### src/rtl/proc_pkg.sv
// Shared opcode constants, immediate-format encodings and the fetch-queue entry
// layout used by fetch, decode and the immediate generator.
package proc_pkg;

  localparam logic [6:0] OP_IMM    = 7'b0010011;
  localparam logic [6:0] OP_LOAD   = 7'b0000011;
  localparam logic [6:0] OP_STORE  = 7'b0100011;
  localparam logic [6:0] OP_JALR   = 7'b1100111;
  localparam logic [6:0] OP_JAL    = 7'b1101111;
  localparam logic [6:0] OP_BRANCH = 7'b1100011;

  typedef enum logic [2:0] {
    IMM_I    = 3'b000,
    IMM_LD   = 3'b001,
    IMM_S    = 3'b010,
    IMM_JALR = 3'b011,
    IMM_J    = 3'b100,
    IMM_B    = 3'b110,
    IMM_BAD  = 3'b111
  } imm_sel_e;

  typedef struct packed {
    logic [31:0] inst;
    logic [31:0] pc;
    imm_sel_e    imm_sel;
  } fetch_entry_t;

  localparam int ENTRY_W = $bits(fetch_entry_t);

  // Pre-decode so the immediate generator does not sit behind an opcode compare.
  function automatic imm_sel_e decode_imm_sel(input logic [6:0] opcode);
    case (opcode)
      OP_IMM:    return IMM_I;
      OP_LOAD:   return IMM_LD;
      OP_STORE:  return IMM_S;
      OP_JALR:   return IMM_JALR;
      OP_JAL:    return IMM_J;
      OP_BRANCH: return IMM_B;
      default:   return IMM_BAD;
    endcase
  endfunction

endpackage

### src/rtl/ifetch_fifo.sv
// In-order DEPTH-entry synchronous FIFO with a single-cycle flush; the head is
// visible combinationally so a newly written entry is presentable the next cycle.
module ifetch_fifo #(
  parameter int DEPTH = 2,
  parameter int WIDTH = 67,
  localparam int PTR_W = $clog2(DEPTH),
  localparam int CNT_W = PTR_W + 1
) (
  input  logic             clk,
  input  logic             rst_n,
  input  logic             flush,
  input  logic             wr_en,
  input  logic [WIDTH-1:0] wr_data,
  input  logic             rd_en,
  output logic [WIDTH-1:0] rd_data,
  output logic [CNT_W-1:0] count
);

  logic [WIDTH-1:0] mem_reg [DEPTH];
  logic [PTR_W-1:0] wr_ptr_reg;
  logic [PTR_W-1:0] rd_ptr_reg;
  logic [CNT_W-1:0] count_reg;
  logic [CNT_W-1:0] count_next;

  always_ff @(posedge clk) begin
    if (wr_en) begin
      mem_reg[wr_ptr_reg] <= wr_data;
    end
  end

  always_comb begin
    count_next = count_reg;
    if (wr_en && !rd_en) begin
      count_next = count_reg + CNT_W'(1);
    end else if (rd_en && !wr_en) begin
      count_next = count_reg - CNT_W'(1);
    end
  end

  // Pointers wrap naturally because DEPTH is a power of two.
  always_ff @(posedge clk) begin
    if (!rst_n || flush) begin
      wr_ptr_reg <= '0;
      rd_ptr_reg <= '0;
      count_reg  <= '0;
    end else begin
      if (wr_en) begin
        wr_ptr_reg <= wr_ptr_reg + PTR_W'(1);
      end
      if (rd_en) begin
        rd_ptr_reg <= rd_ptr_reg + PTR_W'(1);
      end
      count_reg <= count_next;
    end
  end

  assign rd_data = mem_reg[rd_ptr_reg];
  assign count   = count_reg;

endmodule

### src/rtl/ifetch_queue.sv
// Instruction fetch stage: owns the PC, issues credit-limited sequential fetches,
// queues responses with PC and pre-decoded imm_sel, and flushes on redirect.
module ifetch_queue
  import proc_pkg::*;
#(
  parameter logic [31:0] RESET_PC = 32'h0000_0000,
  parameter int          DEPTH    = 2
) (
  input  logic        clk,
  input  logic        rst_n,
  input  logic        redirect_valid,
  input  logic [31:0] redirect_pc,
  output logic        imem_req_valid,
  input  logic        imem_req_ready,
  output logic [31:0] imem_req_addr,
  input  logic        imem_resp_valid,
  input  logic [31:0] imem_resp_data,
  output logic        out_valid,
  input  logic        out_ready,
  output logic [31:0] out_inst,
  output logic [31:0] out_pc,
  output logic [2:0]  out_imm_sel
);

  localparam int CNT_W = $clog2(DEPTH) + 1;
  localparam logic [CNT_W-1:0] ONE = CNT_W'(1);

  logic [31:0]      fetch_pc_reg, fetch_pc_next;
  logic [31:0]      resp_pc_reg, resp_pc_next;
  logic [CNT_W-1:0] inflight_reg, inflight_next;
  logic [CNT_W-1:0] drop_cnt_reg, drop_cnt_next;
  logic [CNT_W-1:0] occupancy;
  logic [CNT_W:0]   credit_used;
  logic             credit_ok;
  logic             req_fire;
  logic             enq;
  logic             deq;
  fetch_entry_t     wr_entry;
  fetch_entry_t     head_entry;
  logic [ENTRY_W-1:0] head_bits;

  // Queue entries plus outstanding requests never exceed DEPTH, so every
  // response is guaranteed a slot.
  assign credit_used    = {1'b0, occupancy} + {1'b0, inflight_reg};
  assign credit_ok      = credit_used < (CNT_W+1)'(DEPTH);
  assign imem_req_valid = rst_n && !redirect_valid && credit_ok;
  assign imem_req_addr  = fetch_pc_reg;
  assign req_fire       = imem_req_valid && imem_req_ready;

  assign enq = rst_n && imem_resp_valid && !redirect_valid && (drop_cnt_reg == '0);
  assign out_valid = rst_n && (occupancy != '0);
  assign deq = out_valid && out_ready;

  assign wr_entry = '{
    inst:    imem_resp_data,
    pc:      resp_pc_reg,
    imm_sel: decode_imm_sel(imem_resp_data[6:0])
  };

  ifetch_fifo #(
    .DEPTH (DEPTH),
    .WIDTH (ENTRY_W)
  ) u_fifo (
    .clk     (clk),
    .rst_n   (rst_n),
    .flush   (redirect_valid),
    .wr_en   (enq),
    .wr_data (wr_entry),
    .rd_en   (deq),
    .rd_data (head_bits),
    .count   (occupancy)
  );

  assign head_entry  = fetch_entry_t'(head_bits);
  assign out_inst    = out_valid ? head_entry.inst : 32'h0;
  assign out_pc      = out_valid ? head_entry.pc : 32'h0;
  assign out_imm_sel = out_valid ? head_entry.imm_sel : 3'b000;

  always_comb begin
    inflight_next = inflight_reg;
    case ({req_fire, imem_resp_valid})
      2'b10:   inflight_next = inflight_reg + ONE;
      2'b01:   inflight_next = inflight_reg - ONE;
      default: inflight_next = inflight_reg;
    endcase

    fetch_pc_next = fetch_pc_reg;
    resp_pc_next  = resp_pc_reg;
    drop_cnt_next = drop_cnt_reg;
    if (redirect_valid) begin
      // Everything still outstanding after this edge belongs to the old path.
      fetch_pc_next = redirect_pc;
      resp_pc_next  = redirect_pc;
      drop_cnt_next = imem_resp_valid ? (inflight_reg - ONE) : inflight_reg;
    end else begin
      if (req_fire) begin
        fetch_pc_next = fetch_pc_reg + 32'd4;
      end
      if (imem_resp_valid) begin
        if (drop_cnt_reg != '0) begin
          drop_cnt_next = drop_cnt_reg - ONE;
        end else begin
          resp_pc_next = resp_pc_reg + 32'd4;
        end
      end
    end
  end

  always_ff @(posedge clk) begin
    if (!rst_n) begin
      fetch_pc_reg <= RESET_PC;
      resp_pc_reg  <= RESET_PC;
      inflight_reg <= '0;
      drop_cnt_reg <= '0;
    end else begin
      fetch_pc_reg <= fetch_pc_next;
      resp_pc_reg  <= resp_pc_next;
      inflight_reg <= inflight_next;
      drop_cnt_reg <= drop_cnt_next;
    end
  end

endmodule

### config.mk
export PLATFORM = sky130hd
export DESIGN_NAME = ifetch_queue
export DESIGN_NICKNAME = d
export VERILOG_FILES = /design/src/rtl/proc_pkg.sv /design/src/rtl/ifetch_fifo.sv /design/src/rtl/ifetch_queue.sv
export SDC_FILE = /design/constraint.sdc
export NUM_CORES = 1
export LEC_CHECK = 0
export BUFFER_PORTS_ARGS = -buffer_cell sky130_fd_sc_hd__buf_4
export CAP_MARGIN = 10
export CORE_ASPECT_RATIO = 1.25
export CORE_UTILIZATION = 35
export DETAILED_ROUTE_END_ITERATION = 10
export GPL_ROUTABILITY_DRIVEN = 0
export PLACE_DENSITY_LB_ADDON = 0.05
export SLEW_MARGIN = 0
export SYNTH_ARGS = -nofsm -noshare
export SYNTH_HDL_FRONTEND = slang
export SYNTH_SLANG_ARGS = --single-unit
### constraint.sdc
create_clock -name clk -period 10.9 [get_ports clk]
set_input_delay 1.09 -clock clk [delete_from_list [all_inputs] [get_ports clk]]
set_output_delay 1.09 -clock clk [all_outputs]
set_load 0.03 [all_outputs]
==> run_results.csv, run 1 <==
group,metric,value,unit
finish,mostFrequentLayoutCell,"buf_4",
status,outcome,"complete, no violations",
finish,largest_register_ffs,134,
synthesis,syn_nets,878,
die,pin_count,171,
timing,finalHoldViolCount,0,
global_routing,grt_pass1_wl,36.1,mm
finish,fin_nets,1031,
timing,slew_violations,0,
route,wl_per_cell,17.6,um
power,combPwrFrac,8.7,%
timing,final-setup-viol-count,0,
global_routing,use_met2,27.5,%
timing,tns,0,ns
route,ant_nets,0,
die,die_w,147,um
global_routing,grt_max_degree,70,
synthesis,synth.distinct_cells,53,
place,post-place-ws,7.28,ns
cts,cts_made_buffers,22,
run,maxCapViolCount,0,
place,hpwlAfterDp,15.4,mm
power,power,0.00181,W
route,drt_iter0_drc,319,
synthesis,ys_seq_area_share,60.0,%
cts,clkSinkCount,207,
cts,cts_resized,0,
worst_hold_path,min_path_type,"flip-flop to flip-flop",
cts,post_cts_buffers,0,
cts,cts_hold_buf,0,
worst_setup_path,cp_max_fo,52,
power,leakagePower,3.94,nW
power,p_switching,0.000415,W
die,die_y,183,um
route,vias,6810,
worst_setup_path,endpoint_kind,"primary output",
cts,clk_latency,0.49,ns
global_routing,busiest_layer,"met2",
synthesis,async_flop_share,0,%
die,die-area,26800,um2
global_routing,antenna_found_initial,0,
timing,worst_pin_slew,1.04,ns
die,coreArea,25500,um2
power,vdd_drop_max,0.0797,mV
cts,cts_root_buffer,"clkbuf_16",
worst_setup_path,worstSetupPathType,"flip-flop to primary output",
finish,num_antenna_cells,0,
finish,syn_to_final_growth,25.5,%
global_routing,grt-ovfl-total,0,
route,via_per_inst,5.21,
cts,clk_pin_slew,0.06,ns
timing,fmax,278,MHz
synthesis,synth_flop_cell,"edfxtp_1",
synthesis,netlist_instances,802,
finish,multiInputGateArea,3450,um2
global_routing,grt_use_met1,23.9,%
finish,ff_latch_area,5490,um2
global_routing,grt_pass1_vias,6484,
timing,min_period,3.59,ns
finish,drive_gt1_share,22.7,%
route,drt-total-wl,23.0,mm
timing,timing.hold.ws,0.459,ns
worst_setup_path,cp.arrival,2.50,ns
finish,final_cell_mix,"buf_4, edfxtp_1, nor2_1",
cts,clk_path_buf_depth,3,
power,p_int,0.00139,W
worst_setup_path,start_kind,"flip-flop",
timing,postLayoutSetupSlackWorst,7.31,ns
power,seqPwrFrac,49.6,%
power,swShare,23.0,%
synthesis,synth_edf_count,134,
synthesis,syn_avg_cell_area,11.4,um2
timing,slew_headroom,30.0,%
timing,finClkSkew,0.00768,ns
route,drc,0,
finish,fillers,2419,
power,p_clk_share,41.7,%
worst_setup_path,cp_data_required_time,9.81,ns
timing,finalCritPeriodShare,33.0,%
global_routing,use_met3,2.83,%
route,drt_first_pass_iters,7,
synthesis,yosysWarnings,0,
global_routing,grt_usage,17.1,%
synthesis,ys_seq_elements,207,
place,portBuffers,170,
die,rows,65,
power,p_per_area,158,nW/um2
cts,htreeDepth,1,
synthesis,syn_area,9140,um2
die,start_util,35.9,%
cts,cts_tree,"done",
timing,rsz0062_at_grt,"no",
[synthesized netlist by cell type (2+ instances only)]
master / instances / area, um2
nor3b_1: 3 / 22.5
a211oi_1: 8 / 60.1
o311ai_0: 5 / 43.8
o211ai_1: 5 / 37.5
nand4b_1: 2 / 17.5
xor2_1: 11 / 96.3
and2_1: 3 / 18.8
and3_1: 3 / 18.8
nand2b_1: 5 / 31.3
edfxtp_1: 134 / 4020
mux2_2: 2 / 22.5
nor4_2: 2 / 25.0
a21oi_1: 32 / 160
buf_1: 10 / 37.5
or3_1: 12 / 75.1
a22oi_1: 2 / 15.0
inv_1: 10 / 37.5
nor3_1: 12 / 60.1
nand2_1: 49 / 184
a21boi_0: 2 / 15.0
o31a_1: 2 / 17.5
a311oi_1: 2 / 17.5
and4_1: 11 / 96.3
o31ai_1: 13 / 97.6
mux2i_1: 69 / 691
ha_1: 5 / 62.6
nand4_1: 23 / 144
o21ai_0: 36 / 180
or4_1: 16 / 120
nor2_1: 90 / 338
clkbuf_1: 37 / 139
o21a_1: 2 / 15.0
a211o_1: 3 / 26.3
o311a_1: 4 / 40.0
a221o_1: 3 / 30.0
xnor2_1: 14 / 123
nor2b_1: 4 / 25.0
dfxtp_1: 73 / 1460
a31oi_1: 23 / 144
buf_2: 2 / 10.0
nand3_1: 28 / 140
nor4_1: 17 / 106
or2_2: 3 / 18.8
[critical path, cell delays in order (launching register included)]
cell,delay (ns)
dfxtp_4,0.53
buf_4,0.78
mux2i_1,0.41
nor2_1,0.07
buf_4,0.19
[layer usage]
layer | vias to the layer above | part of all wire, %
met4 | 0 | 1.5
met3 | 25 | 6.3
met1 | 3211 | 45
li1 | 3355 | -
met2 | 219 | 47
met5 | - | 0
[through the flow]
step | instances | utilization, % | area, um2
floorplan | 802 | - | 9140
global placement | 1266 | 42.2 | 10700
detailed placement | 1266 | 42.2 | 10700
CTS | 1306 | 45.0 | 11500
global route | 1306 | 45.0 | 11500
finish | 1306 | 45.0 | 11500
[worst paths after layout]
check	from	end	slack, ns	cells past startpoint
worst max-delay path	flip-flop	out_pc[31]	7.31	4
worst min-delay path	imem_req_addr[0]	imem_req_addr[0]	0.46	2
worst max register to register	inflight_reg[0]	imem_req_addr[30]	7.54	6
worst min register to register	imem_req_addr[0]	imem_req_addr[0]	0.46	2
[kinds of logic (layout without fill, tap and decap cells)]
logic type / after synthesis / in the layout / synth area share (%)
AO/OA/AOI/OAI: 149 / 149 / 10.5
buffers and inverters: 60 / 229 / 2.49
XOR/XNOR: 25 / 25 / 2.40
flip-flops: 207 / 207 / 60.0
AND/OR/NAND/NOR: 284 / 284 / 15.9
multiplexers: 71 / 71 / 7.80
adder cells (fa/ha/maj): 6 / 6 / 0.904
[power by group through the flow]
stage | Clock (W) | Combinational (W) | Sequential [W]
floorplan | 0 | 0.0000813 | 0.000919
global placement | 0 | 0.000158 | 0.000913
detailed placement | 0 | 0.000159 | 0.000913
CTS | 0.000778 | 0.000160 | 0.000896
global route | 0.000810 | 0.000173 | 0.000901
finish | 0.000754 | 0.000157 | 0.000897
[cell type report]
type                            count  share of cell area [%]
Clock buffer                       36                    5.81
Inverter                           11                   0.360
Clock inverter                      4                   0.600
Sequential cell                   207                    47.9
Tap cell                          335                    3.66
Timing Repair Buffer              178                    11.7
Multi-Input combinational cell    535                    30.1
No activity file was read; power rests on OpenSTA's default activity.
==> run 2, diff against run 1 <==
--- a/config.mk
+++ b/config.mk
@@ -5,6 +5,7 @@
 export SDC_FILE = /design/constraint.sdc
 export NUM_CORES = 1
 export LEC_CHECK = 0
+export ABC_AREA = 1
 export BUFFER_PORTS_ARGS = -buffer_cell sky130_fd_sc_hd__buf_4
 export CAP_MARGIN = 10
 export CORE_ASPECT_RATIO = 1.25
==> constraint.sdc (replaced) <==
create_clock -name clk -period 2.9 [get_ports clk]
set_input_delay 0.29 -clock clk [delete_from_list [all_inputs] [get_ports clk]]
set_output_delay 0.29 -clock clk [all_outputs]
set_load 0.03 [all_outputs]
==> run 2 against run 1 <==
  * Area after synthesis increased by 9.7%
  * Largest cell class unchanged
  * Flip-flop and latch count unchanged
  * Clock power increased to 4.0 times the previous value
  * Sequential share of layout area decreased by 5.4 points
  * Power increased to 3.9 times the previous value
  * Sequential power increased to 3.8 times the previous value
  * Cell count increased by 30%
  * Worst hold slack got worse by 0.43 ns
==> run_results.csv, run 2 <==
group,metric,value,unit
finish,final_cell_mix,"nand2_1, buf_4, inv_1",
finish,instances_no_fill,1698,
power,combPwrFrac,9.9,%
route,vias,8099,
power,p_clk_share,42.6,%
place,placed_cells,1622,
power,swShare,23.6,%
power,power,0.00710,W
finish,syn_to_final_growth,29.0,%
route,via_per_inst,4.77,
synthesis,async_flop_share,0,%
die,die_y,191,um
timing,fmax,407,MHz
synthesis,ys_seq_elements,207,
synthesis,netlist_instances,1122,
worst_hold_path,min_path_type,"input port to flip-flop",
power,p_int,0.00542,W
worst_setup_path,cp.arrival,2.16,ns
cts,cts_tree,"done",
power,vdd_drop_max,0.396,mV
die,die_w,153,um
timing,finalCritPeriodShare,84.6,%
synthesis,yosysWarnings,0,
route,drt_iter0_drc,328,
synthesis,syn_nets,1198,
finish,mostFrequentLayoutCell,"nand2_1",
synthesis,ys_seq_area_share,54.7,%
timing,finClkSkew,0.00724,ns
synthesis,yosys.area.top_type,"edfxtp_1",
route,ant_nets,0,
worst_setup_path,endpoint_kind,"primary output",
power,leakagePower,5.58,nW
timing,rsz0062_at_grt,"no",
synthesis,synth_edf_count,134,
place,portBuffers,170,
synthesis,syn_avg_cell_area,8.93,um2
die,rows,68,
timing,slew_violations,0,
worst_hold_path,hold_path_depth,3,
global_routing,grt_max_degree,69,
worst_setup_path,worstSetupPathType,"flip-flop to primary output",
synthesis,synth_area_leaders,"edfxtp_1, dfxtp_1, nand2_1",
die,die-area,29300,um2
worst_setup_path,cp_max_fo,26,
place,hpwlAfterDp,18.6,mm
finish,final_area,12900,um2
global_routing,grt_pass1_wl,42.2,mm
cts,cts_made_buffers,23,
route,wl_per_cell,15.7,um
cts,cts_root_buffer,"clkbuf_16",
power,p_switching,0.00168,W
global_routing,grt_pass1_vias,7880,
synthesis,synth_top_area_share,40.2,%
finish,num_antenna_cells,0,
power,seqPwrFrac,47.5,%
cts,clk_pin_slew,0.06,ns
finish,drive_gt1_share,22.3,%
cts,clk_path_buf_depth,3,
run,maxCapViolCount,0,
synthesis,synth_most_common_cell,"nand2_1",
route,drc,0,
finish,largest_register_ffs,134,
synthesis,synth_flop_cell,"edfxtp_1",
worst_setup_path,cp_data_required_time,2.61,ns
cts,cts_resized,0,
finish,final_util,46.3,%
synthesis,ys_top_cells_by_count,"nand2_1, inv_1, edfxtp_1",
die,coreArea,27900,um2
status,outcome,"complete, no violations",
timing,worst_pin_slew,0.634,ns
cts,clk_latency,0.50,ns
finish,fin_nets,1408,
power,p_per_area,549,nW/um2
global_routing,grt-ovfl-total,0,
worst_setup_path,start_kind,"flip-flop",
synthesis,syn_area,10000,um2
worst_setup_path,r2r.worst_path.cells,10,
finish,fillers,2773,
timing,slew_headroom,57.7,%
route,drt-total-wl,26.7,mm
timing,finalHoldViolCount,0,
synthesis,synth.distinct_cells,41,
timing,final-setup-viol-count,0,
timing,min_period,2.45,ns
route,drt_first_pass_iters,4,
global_routing,grt_usage,18.3,%
die,start_util,35.9,%
global_routing,antenna_found_initial,0,
cts,htreeDepth,1,
cts,clkSinkCount,207,
place,dpl-instance-area,11800,um2
die,pin_count,171,
## run 2: power by group through the flow
stage                     Clock [W]  Combinational, W  Sequential (W)
final                       0.00303          0.000699         0.00337
after global placement            0          0.000666         0.00343
after CTS                   0.00311          0.000710         0.00337
after global routing        0.00323          0.000774         0.00339
after floorplan                   0          0.000358         0.00345
after detailed placement          0          0.000668         0.00343
## run 2: cells by family (layout without fill, tap and decap cells)
family                   count (synthesis)  in the layout  synth area share [%]
AND/OR/NAND/NOR                        478            478                  19.9
flip-flops                             207            207                  54.7
buffers and inverters                  206            432                  7.97
AO/OA/AOI/OAI                          144            144                  7.83
multiplexers                            68             68                  7.63
XOR/XNOR                                13             13                  1.14
adder cells (fa/ha/maj)                  6              6                 0.824
## run 2: repair_timing
| item | CTS | global route |
|---|---|---|
| setup buffers | 0 | 0 |
| hold buffers | 35 | 0 |
| endpoints found under the hold margin | 67 | 0 |
## run 2: worst max-delay path, stage by stage (launching register included)
cell	delay (ns)
dfxtp_2	0.73
buf_12	0.28
mux2_2	0.35
nand2_1	0.06
inv_1	0.06
buf_4	0.16
## run 2: worst paths after layout
kind / slack (ns) / start / endpoint
min reg2reg: 0.46 / resp_pc_reg[1] / u_fifo.mem_reg[1][4]
min: 0.02 / redirect_pc[27] / imem_req_addr[27]
max reg2reg: 0.65 / inflight_reg[0] / imem_req_addr[10]
max: 0.45 / flip-flop / out_pc[20]
## run 2: area by class of cell
cell class | instances | area [um2] | area share [%]
multi-input cells | 709 | 3760 | 29.1
repair buffers | 219 | 1820 | 14.1
flip-flops and latches | 207 | 5490 | 42.5
clock buffers | 34 | 641 | 4.96
well taps | 350 | 438 | 3.39
clock inverters | 7 | 134 | 1.04
inverters | 172 | 646 | 5.00
## run 2: per-layer routing
layer	up-vias	part of all wire [%]	GRT usage (%)
met4	0	1.8	4.69
li1	4108	-	-
met3	28	4.0	2.38
met5	-	0	0
met1	3782	45	23.4
met2	181	49	32.4
## run 2: through the flow
step,setup TNS [ns],hold WS [ns],setup WS [ns]
finish,0,0.0249,0.445
global route,0,0.0302,0.313
CTS,0,0.0101,0.370
detailed placement,0,0.444,0.687
global placement,0,0.434,0.705
floorplan,-36.28,0.389,-0.280
